File: src/rtl/sum_input_sequencer.sv
// sum_input_sequencer
// Initiator-side sequencer for the single-operand function evaluator and the
// float adder. It takes an operand pair (x1, x2), runs the evaluator once per
// operand and adds the two results with the adder. The sum is returned on a
// valid/ready output. If a unit stops responding, the sequencer returns a
// quiet NaN with out_timeout set.
//
// state  | meaning
// -------+-----------------------------------------------------------------
// IDLE   | in_ready high, waiting for an operand pair
// START1 | fn_start pulse with fn_data = x1, wait counter cleared
// WAIT1  | counting; capture f1 once done is qualified (cnt >= MIN_LAT)
// START2 | fn_start pulse with fn_data = x2, wait counter cleared
// WAIT2  | counting; capture f2 once done is qualified
// ADD    | add_enable held with f1/f2 on the adder; capture the sum
// HOLD   | out_valid held until the host takes the sum (or the abort NaN)

module sum_input_sequencer #(
   parameter int MIN_LAT = 4,
   parameter int TIMEOUT = 255,
   parameter int CNT_W   = 8
) (
   input  logic        clk,
   input  logic        reset,
   input  logic        in_valid,
   output logic        in_ready,
   input  logic [31:0] in_x1,
   input  logic [31:0] in_x2,
   output logic        out_valid,
   input  logic        out_ready,
   output logic [31:0] out_sum,
   output logic        out_timeout,
   output logic        fn_start,
   output logic [31:0] fn_data,
   input  logic [31:0] fn_result,
   input  logic        fn_done,
   output logic        add_enable,
   output logic [31:0] add_dataa,
   output logic [31:0] add_datab,
   input  logic [31:0] add_result,
   input  logic        add_done
);

   localparam logic [CNT_W-1:0] MIN_LAT_C = CNT_W'(MIN_LAT);
   localparam logic [CNT_W-1:0] TIMEOUT_C = CNT_W'(TIMEOUT);
   localparam logic [31:0]      QNAN      = 32'h7FC0_0000;

   typedef enum logic [2:0] {
      S_IDLE,
      S_START1,
      S_WAIT1,
      S_START2,
      S_WAIT2,
      S_ADD,
      S_HOLD
   } state_t;

   state_t           state;
   logic [CNT_W-1:0] cnt;
   logic [31:0]      x2_q;
   logic [31:0]      f1;
   logic [31:0]      f2;

   logic lat_ok;
   logic fn_accept;
   logic add_accept;
   logic cnt_expired;

   // done levels are only trusted after MIN_LAT cycles, which hides a done
   // still held high from the previous run
   assign lat_ok      = (cnt >= MIN_LAT_C);
   assign fn_accept   = lat_ok && fn_done;
   assign add_accept  = lat_ok && add_done;
   assign cnt_expired = (cnt == TIMEOUT_C);

   assign in_ready  = (state == S_IDLE);
   assign add_dataa = f1;
   assign add_datab = f2;

   // sequencer state, wait counter and all registered outputs
   always_ff @(posedge clk) begin
      if (reset) begin
         state       <= S_IDLE;
         cnt         <= '0;
         x2_q        <= '0;
         f1          <= '0;
         f2          <= '0;
         fn_start    <= 1'b0;
         fn_data     <= '0;
         add_enable  <= 1'b0;
         out_valid   <= 1'b0;
         out_sum     <= '0;
         out_timeout <= 1'b0;
      end else begin
         fn_start <= 1'b0;
         case (state)
            S_IDLE: begin
               if (in_valid) begin
                  x2_q     <= in_x2;
                  fn_data  <= in_x1;
                  fn_start <= 1'b1;
                  state    <= S_START1;
               end
            end
            S_START1: begin
               cnt   <= '0;
               state <= S_WAIT1;
            end
            S_WAIT1: begin
               if (fn_accept) begin
                  f1       <= fn_result;
                  fn_data  <= x2_q;
                  fn_start <= 1'b1;
                  state    <= S_START2;
               end else if (cnt_expired) begin
                  out_valid   <= 1'b1;
                  out_timeout <= 1'b1;
                  out_sum     <= QNAN;
                  state       <= S_HOLD;
               end else begin
                  cnt <= cnt + CNT_W'(1);
               end
            end
            S_START2: begin
               cnt   <= '0;
               state <= S_WAIT2;
            end
            S_WAIT2: begin
               if (fn_accept) begin
                  f2         <= fn_result;
                  add_enable <= 1'b1;
                  cnt        <= '0;
                  state      <= S_ADD;
               end else if (cnt_expired) begin
                  out_valid   <= 1'b1;
                  out_timeout <= 1'b1;
                  out_sum     <= QNAN;
                  state       <= S_HOLD;
               end else begin
                  cnt <= cnt + CNT_W'(1);
               end
            end
            S_ADD: begin
               if (add_accept) begin
                  add_enable <= 1'b0;
                  out_sum    <= add_result;
                  out_valid  <= 1'b1;
                  state      <= S_HOLD;
               end else if (cnt_expired) begin
                  add_enable  <= 1'b0;
                  out_valid   <= 1'b1;
                  out_timeout <= 1'b1;
                  out_sum     <= QNAN;
                  state       <= S_HOLD;
               end else begin
                  cnt <= cnt + CNT_W'(1);
               end
            end
            S_HOLD: begin
               if (out_ready) begin
                  out_valid   <= 1'b0;
                  out_timeout <= 1'b0;
                  state       <= S_IDLE;
               end
            end
            default: begin
               state <= S_IDLE;
            end
         endcase
      end
   end

endmodule

File: config.mk
export PLATFORM = sky130hd
export DESIGN_NAME = sum_input_sequencer
export DESIGN_NICKNAME = d
export VERILOG_FILES = /design/src/rtl/sum_input_sequencer.sv
export SDC_FILE = /design/constraint.sdc
export NUM_CORES = 1
export LEC_CHECK = 0
export ABC_AREA = 0
export BUFFER_PORTS_ARGS = -buffer_cell sky130_fd_sc_hd__buf_2
export CORE_ASPECT_RATIO = 0.5
export CORE_UTILIZATION = 25
export DETAILED_ROUTE_END_ITERATION = 6
export PLACE_DENSITY = 0.5
export RECOVER_POWER = 25
export SETUP_SLACK_MARGIN = 0.5
export SYNTH_ARGS = -nofsm -noshare
export SYNTH_HDL_FRONTEND = slang
export SYNTH_SLANG_ARGS = --single-unit
File: constraint.sdc
create_clock -name clk -period 2.6 [get_ports clk]
set_input_delay 0.13 -clock clk [delete_from_list [all_inputs] [get_ports clk]]
set_output_delay 0.13 -clock clk [all_outputs]
set_load 0.01 [all_outputs]
---- After elaboration in Yosys (flattened, before gate mapping) ----
Index checks and enable logic that the tools add are counted.
storage, ports and cells
  bits in registers ....................... 175
  bits of input ports ..................... 134
  output and inout port bits .............. 133
cells by class
  $add $sub $neg .......................... 1
  $lt $le $gt $ge ......................... 1
  equality and inequality tests ........... 15
  muxes and demuxes ....................... 35
  reductions and logical operators ........ 20
operator list
  operator             count
  $mux 32              5
  $pmux 32 s2          2
  $mux 8               4
  $pmux 8 s4           1
  $pmux 3 s7           1
  $mux 3               6
  $ne 2x2->1 const B   7
  $mux 1               12
  $reduce_and 3->1     4
  $reduce_and 2->1     5
  $eq 3x3->1 const B   3
  $add 8x1->8 const B  1
  $eq 8x8->1 const B   1
  $ge 8x3->1 const B   1
  $eq 3x2->1 const B   2
  $pmux 1 s3           2
  $reduce_bool 2->1    3
  $pmux 1 s2           2
  $reduce_and 4->1     1
  $reduce_bool 4->1    1
  $reduce_or 2->1      2
  $eq 3x1->1 const B   1
  $logic_not 3->1      1
  $ne 3x3->1 const B   1
  2 further kinds      3

---- Longest topological paths before layout ----
  word-level depth ........................ 4
  depth in mapped cells ................... 8

---- Least setup slack after synthesis ----
No wires, ideal clock.
  path type ............................... register to register
  start ................................... register cnt[2]
  end ..................................... register cnt[1]
  setup time .............................. 0.085 ns
  arrival time ............................ 1.905 ns
  data required time ...................... 2.515 ns
  setup slack ............................. 0.610 ns
  stages on the path, launching flop included .. 7
  path buffers ............................ 2
  clock period less this slack ............ 1.990 ns
  cells stage by stage .................... dfxtp_1 -> or4_1 -> buf_2 -> o2111a_1 -> buf_6 -> or3_4 -> o31ai_2
on the way
  cells in the longest elaborated chain, start to end .. 4
RTL lines
  element                                          line    source
  from (decl)                                      59      logic [CNT_W-1:0] cnt;
  from (signal assigned)                           121     cnt <= cnt + CNT_W'(1);
  from (signal assigned)                           140     cnt <= cnt + CNT_W'(1);
  from (signal assigned)                           156     cnt <= cnt + CNT_W'(1);
  $ge 8x3->1 or $eq 8x8->1 (tied branches)         71, 74
  $logic_and 1x1->1, or another cell as far along  72      assign fn_accept = lat_ok && fn_done;
  $mux 8, or another cell as far along             129     if (fn_accept) begin
  $pmux 8 s4 or $reduce_and 3->1 (tied branches)   n/a
Several ways; a longest one is shown, not always the timed one. The select of a mux whose other input is x is not followed.
A chain may end at the register's enable or synchronous reset.

---- Worst setup path in the final report ----
  start ................................... register cnt[4]
  end ..................................... register out_sum[23]
on the way
  cells in the longest elaborated chain, start to end .. 4
RTL lines
  element                                          line    source
  $ge 8x3->1 or $eq 8x8->1 (tied branches)         71, 74
  $logic_and 1x1->1, or another cell as far along  73      assign add_accept = lat_ok && add_done;
  $mux 32, or another cell as far along            144     if (add_accept) begin
  $pmux 32 s2 or $reduce_and 2->1 (tied branches)  n/a
  to (signal assigned)                             146     out_sum <= add_result;
  to (decl)                                        31      output logic [31:0] out_sum,
Several ways; a longest one is shown, not always the timed one. The select of a mux whose other input is x is not followed.

==> run metrics <==
Seq/Total Area, Yosys 51.7%; CP Data Required Time 2.98 ns; IO Count 267; top post-synthesis cells by area dfxtp_1 (52%), nand2_1 (13%), a21oi_1 (10%); internal power 4.59 mW; CTS Buf Count 17; Post-synth EDFFs 0; top cell type's share of synthesized area 51.7%; root cell of the clock tree clkbuf_16; Pwr per Cell Area 611 nW/um2; leakage dissipation 3.96 nW; synthesized net count 956; DR vias 6799; Max-slew headroom 54.0%; grt ovf 0; DR DRC count 0; Final Cycle Share 77.8%; most frequent cells in the layout nand2_1 (228), buf_2 (188), dfxtp_1 (174); Starting Density 25.5%; worst-margin pin slew 0.691 ns; Max Cap Viol 0; fin cells 1523; syn_area_per_cell 8.26 um2; flops & latches, synth 175; htree depth 4; Post-DRT Antenna Nets 0; Port Buf Inserts 266; Sw Ratio 24.7%; pin count of the biggest net entering global routing 65; vias per cell 4.46; HPWL after DPL 14600 um; initial antenna violation count 1; clock skew 0.00973 ns; Mapped Cells 820; Sum Neg Setup Slack 0 ns; DRC marker count from the first detailed-route iteration 330; run status completed; drt first pass iters 4; placed insts 1392; Final min period 2.02 ns; Min-Delay Path Class input port to register; share of layout cells above drive strength 1 22.0%; Total Die Area 27800 um2; CTS sink count 175; Netlist cell types 47; RSZ-0062 raised after global routing yes; Core ar. 26500 um2; Psw 1.51 mW; Clock Pin Slew Worst Setup and Hold Paths 0.07 ns; CP endpoint kind register; Post-Route WL 21800 um; commonest non-fill, non-tap cell in the layout nand2_1; worst vdd ir 0.411 mV; Final Hold Viols 0; NumNets Final 1294; YS warnings 0; predominant post-synthesis flop cell dfxtp_1; row count 42; Synth async-reset ratio 0%; vias in the first global route 6811; Sequential Power Share 46.4%; Longest Clk Path Bufs 2; Die Wd 235 um; Placer Congestion 0.822; worst skew pair latency 0.44 ns; routed len/inst 14.3 um; CTS tree built; Clk network pwr share 42.3%; Slew Viols, Final 0; CP Launch Type register; area of the mapped netlist 6770 um2; Combinational Power Share 11.3%; CP Max Fanout 9; die height 118 um; WS Path Type register to register; CP arrival 2.40 ns; fmax 494 MHz; GR Util All Layers 15.9%; final setup violation count 0; first-pass GRT wire length 35000 um; synthesis-to-layout area growth 47.5%; area leader, netlist dfxtp_1
## final timing paths
path | slack (ns) | depth (start not counted) | to | startpoint
min | 0.03 | 3 | fn_data[14] | in_x1[14]
min reg2reg | 0.45 | 2 | add_dataa[16] | add_dataa[16]
max reg2reg | 0.58 | 6 | out_sum[23] | cnt[4]
max | 0.58 | 6 | out_sum[23] | cnt[4]
## power by group through the flow
stage	clock network, mW	logic [mW]	registers, mW
after floorplan	0	0.303	2.90
after global placement	0	0.571	2.89
after detailed placement	0	0.581	2.89
after CTS	2.66	0.700	2.83
after global routing	2.80	0.766	2.84
final	2.58	0.692	2.83
## worst max-delay path, cell delays in order, from the launching register on
cell      delay (ns)
dfxtp_1         0.36
or4_4           0.61
o211ai_1        0.28
a22oi_2         0.15
buf_4           0.18
nor2_4          0.24
o21a_1          0.15
## cell type report
class / count / area (um2)
Clock buffer: 22 / 474
Fill cell: 2795 / 16600
Sequential cell: 175 / 3500
Clock inverter: 9 / 109
Antenna cell: 1 / 2.50
Multi-Input combinational cell: 567 / 3000
Tap cell: 352 / 440
Inverter: 15 / 56.3
Timing Repair Buffer: 382 / 2400
## kinds of logic after synthesis
| group | Yosys count | share of synthesized area (%) |
|---|---|---|
| AND/OR/NAND/NOR | 308 | 18.7 |
| multiplexers | 37 | 5.47 |
| buffers and inverters | 78 | 4.79 |
| adder cells (fa/ha/maj) | 2 | 0.369 |
| flip-flops | 175 | 51.7 |
| AO/OA/AOI/OAI | 219 | 18.8 |
| XOR/XNOR | 1 | 0.129 |
## registers in the layout, summed over array words and instances, names as in the netlist
register     flops
out_valid        1
add_enable       1
out_sum         32
fn_start         1
out_timeout      1
state            3
add_dataa       32
cnt              8
x2_q            32
add_datab       32
fn_data         32
## what timing repair did
| item | in CTS | in global routing |
|---|---|---|
| gates resized for setup | 6 | 16 |
| pin swaps | 0 | 4 |
| setup endpoints to repair | 62 | 92 |
| endpoints found under the hold margin | 128 | 0 |
| buffers inserted | 0 | 2 |
| hold buffers | 97 | 0 |
## through the flow
step / setup slack (ns) / power (mW) / util, % / hold WS, ns / cell area, um2
finish: 0.577 / 6.10 / 37.6 / 0.0310 / 9990
global route: 0.435 / 6.40 / 37.6 / 0.0110 / 9990
CTS: 0.490 / 6.19 / 37.7 / 0.000195 / 10000
detailed placement: 0.280 / 3.47 / 31.8 / 0.374 / 8430
global placement: 0.370 / 3.46 / 31.8 / 0.373 / 8430
floorplan: 0.610 / 3.20 / - / 0.266 / 6770
## cell usage after synthesis (3+ instances only)
cell,instances
clkbuf_1,48
nor4_1,3
buf_2,10
mux2i_1,37
nand4_1,4
o21a_1,9
nand2_1,229
inv_1,15
a21oi_1,135
nor3_1,4
o211a_1,3
a211oi_1,33
dfxtp_1,175
o21ai_0,21
nand3_1,5
nand2b_1,7
nor2_1,41
o21ai_1,3
## metal layers
layer  up-vias  routed length (um)  share of wire, %  global-route usage [%]
li1       3449                   -                 -                       -
met1      3170                9560                44                    18.6
met2       145               10800                50                    27.8
met3        35                 834               3.8                    4.11
met4         0                 584               2.7                    6.54
met5         -                   0                 0                       0
(Power assumes the default switching activity.)
